--- config.mk ---
export PLATFORM = sky130hd
export DESIGN_NAME = bus_arbiter
export DESIGN_NICKNAME = d
export VERILOG_FILES = /design/src/rtl/bus_arbiter.sv
export SDC_FILE = /design/constraint.sdc
export NUM_CORES = 1
export LEC_CHECK = 0
export CELL_PAD_IN_SITES_DETAIL_PLACEMENT = 1
export CELL_PAD_IN_SITES_GLOBAL_PLACEMENT = 2
export CORE_MARGIN = 1
export CORE_UTILIZATION = 10
export CTS_BUF_LIST = sky130_fd_sc_hd__clkbuf_4
export DETAILED_ROUTE_END_ITERATION = 16
export PLACE_DENSITY_LB_ADDON = 0.1
export SYNTH_ARGS = -nofsm -noshare
export SYNTH_HDL_FRONTEND = slang
export SYNTH_SLANG_ARGS = --single-unit
--- constraint.sdc ---
create_clock -name clk -period 2.3 [get_ports clk]
set_input_delay 0.345 -clock clk [delete_from_list [all_inputs] [get_ports clk]]
set_output_delay 0.345 -clock clk [all_outputs]
set_load 0.03 [all_outputs]
--- src/rtl/bus_arbiter.sv ---
// Two-master round-robin bus arbiter.
// Masters can lock the bus for read-modify-write sequences.
// Reads return data from the bus one cycle after the grant.
module bus_arbiter #(
    parameter int width      = 16,
    parameter int addr_width = 9
) (
    input  logic                  clk,
    input  logic                  reset,
    input  logic                  m0_req,
    input  logic                  m1_req,
    input  logic                  m0_we,
    input  logic                  m1_we,
    input  logic [addr_width-1:0] m0_addr,
    input  logic [addr_width-1:0] m1_addr,
    input  logic [width-1:0]      m0_wdata,
    input  logic [width-1:0]      m1_wdata,
    input  logic                  m0_lock,
    input  logic                  m1_lock,
    output logic                  m0_gnt,
    output logic                  m1_gnt,
    output logic                  m0_rvalid,
    output logic                  m1_rvalid,
    output logic [width-1:0]      m0_rdata,
    output logic [width-1:0]      m1_rdata,
    output logic [addr_width-1:0] addr,
    output logic [width-1:0]      data_write,
    output logic                  w_strobe,
    input  logic [width-1:0]      data_read
);

    // prio: 0 = m0 wins a tie, 1 = m1 wins a tie
    logic prio_q, prio_d;
    logic lock_vld_q, lock_vld_d;
    logic lock_own_q, lock_own_d;
    logic rd_pend_q, rd_pend_d;
    logic rd_own_q, rd_own_d;
    logic g0, g1;

    // Grant decision: a live lock owner wins outright.
    // Once the owner drops req, normal arbitration applies in the same cycle.
    always_comb begin
        g0 = 1'b0;
        g1 = 1'b0;
        if (!reset) begin
            if (lock_vld_q && !lock_own_q && m0_req) begin
                g0 = 1'b1;
            end else if (lock_vld_q && lock_own_q && m1_req) begin
                g1 = 1'b1;
            end else if (m0_req && m1_req) begin
                if (prio_q) g1 = 1'b1;
                else        g0 = 1'b1;
            end else if (m0_req) begin
                g0 = 1'b1;
            end else if (m1_req) begin
                g1 = 1'b1;
            end
        end
    end

    // Next-state: round-robin pointer, lock ownership, pending read tracking
    always_comb begin
        prio_d     = prio_q;
        lock_vld_d = 1'b0;
        lock_own_d = lock_own_q;
        rd_pend_d  = 1'b0;
        rd_own_d   = rd_own_q;
        if (g0) begin
            prio_d     = 1'b1;
            lock_vld_d = m0_lock;
            lock_own_d = 1'b0;
            rd_pend_d  = !m0_we;
            rd_own_d   = 1'b0;
        end else if (g1) begin
            prio_d     = 1'b0;
            lock_vld_d = m1_lock;
            lock_own_d = 1'b1;
            rd_pend_d  = !m1_we;
            rd_own_d   = 1'b1;
        end
    end

    // State registers with synchronous reset
    always_ff @(posedge clk) begin
        if (reset) begin
            prio_q     <= 1'b0;
            lock_vld_q <= 1'b0;
            lock_own_q <= 1'b0;
            rd_pend_q  <= 1'b0;
            rd_own_q   <= 1'b0;
        end else begin
            prio_q     <= prio_d;
            lock_vld_q <= lock_vld_d;
            lock_own_q <= lock_own_d;
            rd_pend_q  <= rd_pend_d;
            rd_own_q   <= rd_own_d;
        end
    end

    // Bus mux and read return.
    // Reset masks an in-flight read so it never reports valid.
    always_comb begin
        m0_gnt     = g0;
        m1_gnt     = g1;
        addr       = '0;
        data_write = '0;
        w_strobe   = 1'b0;
        if (g0) begin
            addr       = m0_addr;
            data_write = m0_wdata;
            w_strobe   = m0_we;
        end else if (g1) begin
            addr       = m1_addr;
            data_write = m1_wdata;
            w_strobe   = m1_we;
        end
        m0_rvalid = rd_pend_q && !rd_own_q && !reset;
        m1_rvalid = rd_pend_q &&  rd_own_q && !reset;
        m0_rdata  = m0_rvalid ? data_read : '0;
        m1_rdata  = m1_rvalid ? data_read : '0;
    end

endmodule

==> flow_summary_export.csv, run 1 <==
group,metric,value,unit
min_path,hp-start,"rd_own_q",
power,power_frac_comb,69.9,%
power,vdd_drop_max,0.1513,mV
clock_network,clockRootBuffer,"clkbuf_4",
global_routing,top_usage_layer,"met2",
synth,synth_seq_area_share,11.53,%
clock_network,clkSlewWorstSetupHoldPaths,30,ps
drt,dr.pass1.iters,2,
global_routing,grt_util_all_layers,9.010,%
synth,synth_compound_area_share,41.98,%
power,switchingPower,0.2070,mW
power,p_leak,0.9538,nW
power,pwr-share-clk,15.6,%
job,drv_cap,0,
clock_network,cts_buffer_depth,2,
worst_setup_path,worstSetupStartpointType,"input port",
worst_setup_path,rr_endpoint,"lock_vld_q",
clock_network,cts_tree,"built",
global_routing,antenna_found_initial,0,
timing,period_needed,2185,ps
drt,avgViaCountPerCell,4.072,
power,power.internal,0.3443,mW
worst_setup_path,r2r_start,"lock_vld_q",
clock_network,htree_levels,1,
synth,ys_warn_count,0,
clock_network,clk_latency,230,ps
worst_setup_path,ff2ff_setup_slack,890,ps
clock_network,cts.sinks,4,
floorplanning,core-area,0.006756,sq mm
drt,drt-initial-drc-count,12,
timing,finalSetupTns,0,ps
clock_network,cts_setup_buffers,0,
drt,avgRoutedWirePerCell,12.08,microns
drt,wl,3683,microns
clock_network,cts_resized,0,
synth,muxShareOfSynthArea,1.441,%
worst_setup_path,end_kind,"output pin",
floorplanning,io_pins,136,
worst_setup_path,crit_path_max_fanout,19,
placed_design,place_hpwl,3154,microns
status,outcome,"completed",
worst_setup_path,worst_ep_arrival_time,1840,ps
min_path,hold_depth,2,
clock_network,numCtsBuffers,3,
drt,drcViolationCount,0,
drt,vias,1242,
timing,fmax,0.4578,GHz
synth,ys_top_cells_by_area,"a22o_1 (35%), and2_1 (30%), dfxtp_1 (12%), buf_6 (3.2%), inv_1 (2.7%)",
synth,syn_area_per_cell,7.631,sq um
timing,fin_crit_sh,94.98,%
synth,synth_xor_area_share,0,%
min_path,hp-class,"flop to flop",
min_path,holdPathEnd,"rd_own_q",
power,seqPwrFrac,14.5,%
power,switching_share,37.55,%
worst_setup_path,reg2reg_depth,4,
timing,hold_violations,0,
floorplanning,rows,30,
placed_design,portBuffers,135,
timing,worstMarginPinSlew,301.8,ps
power,p_per_area,273.5,mW/mm^2
floorplanning,die_w,85.33,microns
cells_and_area,antenna_cells,0,
global_routing,use_met2,17.30,%
synth,synth_top_area_share,35.32,%
synth,ys_types,18,
cells_and_area,final_cell_mix,"clkdlybuf4s50_1 (73), buf_4 (66), and2_1 (33), a22o_1 (28), inv_1 (5)",
synth,yosys_register_bits,4,
worst_setup_path,crit_type,"input port to output pin",
global_routing,use_met1,8.827,%
placed_design,routabilityCongestion,0.7035,
floorplanning,die_h,85.33,microns
synth,synth_fa_ha_area_share,0,%
synth,synth_top_family_by_area,"compound AO/OA/AOI/OAI gates",
global_routing,met3_usage,4.767,%
global_routing,grt_max_degree,20,
global_routing,grt_first_pass_wirelength,5326,microns
timing,finalMaxSlewViolations,0,
clock_network,hold_buffers,0,
timing,setup_viol,0,
worst_setup_path,required,1960,ps
synth,netlist_instances,91,
timing,finalClockSkew,0.9989,ps
cells_and_area,final_nets,301,
synth,yosysTopAreaCell,"a22o_1",
timing,max_slew_margin,79.48,%
global_routing,grt_pass1_vias,1228,
global_routing,grt-ovfl-total,0,
synth,syn-cell-area,694.4,sq um
synth,syn-num-nets,165,
timing,rsz0062_at_grt,"no",
floorplanning,dieArea,0.007281,sq mm
cells_and_area,areaGrowthSynthToFinish,190.3,%
floorplanning,start_util,10.28,%
synth,synthSimpleGateAreaFrac,33.69,%
power,power.total,0.5514,mW
drt,ant_nets,0,
cells_and_area,final_common_cell,"clkdlybuf4s50_1",
cells_and_area,drive_above_1_share,32.44,%
[per-layer routing]
metal | share of wire, % | up-vias | routed length [microns]
met2 | 49 | 88 | 1811
met5 | 0 | - | 0
li1 | - | 596 | -
met4 | 0 | 0 | 0
met3 | 13 | 0 | 494
met1 | 37 | 558 | 1377
[flip-flops by register name, summed over array words and instances (netlist names)]
register    count
rd_pend_q       1
lock_vld_q      1
prio_q          1
rd_own_q        1
[area by class of cell]
class | count | area [sq um]
inverter | 5 | 18.77
sequential | 4 | 80.08
clock buffer | 3 | 22.52
multi-input combinational | 73 | 548.0
tap | 80 | 100.1
timing repair buffer | 140 | 1246
fill | 821 | 4741
[cells in the mapped netlist]
master	number
mux2i_1	1
nor2_1	2
buf_2	3
nor2b_1	1
nor3b_1	1
buf_4	2
and2_1	33
dfxtp_1	4
o21ai_0	2
clkbuf_1	2
a22o_1	28
inv_1	5
a2bb2oi_1	1
a211oi_2	1
o211a_1	1
a21oi_1	1
and3_1	1
buf_6	2
[worst max-delay path, stage by stage]
cell,delay (ps)
clkdlybuf4s50_1,520
inv_1,100
o211a_1,250
buf_4,200
a22o_1,260
buf_4,170
[how the worst max path moves through the flow]
stage	from	to	slack, ps	cells after the start
after floorplan	reset	m1_rdata[10]	460	5
after global placement	reset	m1_rdata[14]	90	5
after detailed placement	reset	m1_rdata[3]	50	5
after CTS	reset	m1_rdata[3]	50	5
after global routing	m1_req	addr[8]	20	6
final	m1_req	data_write[13]	120	6
[through the flow]
step	setup slack, ps	area [sq um]	hold WS (ps)	util [%]	cells
after floorplan	458.6	694.4	414.1	-	91
after global placement	89.71	1988	509.0	29.43	302
after detailed placement	49.52	1988	527.5	29.43	302
after CTS	53.50	2011	534.5	29.76	305
after global routing	24.17	2016	602.8	29.83	305
final	115.5	2016	527.7	29.83	305
[power by group through the flow]
| stage | sequential, mW | clock (mW) | combinational [mW] |
|---|---|---|---|
| final | 0.0798 | 0.0859 | 0.386 |
| after global routing | 0.0805 | 0.0983 | 0.408 |
| after CTS | 0.0793 | 0.0919 | 0.389 |
| after detailed placement | 0.0803 | 0 | 0.388 |
| after global placement | 0.0800 | 0 | 0.384 |
| after floorplan | 0.0788 | 0 | 0.172 |
[logic make-up (layout without fill, tap and decap cells)]
logic type,Yosys count,in the layout
simple gates,38,38
compound gates,34,34
buf+inv,14,148
flops,4,4
mux,1,1
Note: power is estimated with default switching activity, not from simulation.
==> run 2, diff against run 1 <==
--- a/config.mk
+++ b/config.mk
@@ -11,6 +11,7 @@
 export CORE_UTILIZATION = 10
 export CTS_BUF_LIST = sky130_fd_sc_hd__clkbuf_4
 export DETAILED_ROUTE_END_ITERATION = 16
+export GPL_ROUTABILITY_DRIVEN = 0
 export PLACE_DENSITY_LB_ADDON = 0.1
 export SYNTH_ARGS = -nofsm -noshare
 export SYNTH_HDL_FRONTEND = slang
==> results of run 2 <==
Final layout, timing and power as in run 1 (identical DEF).
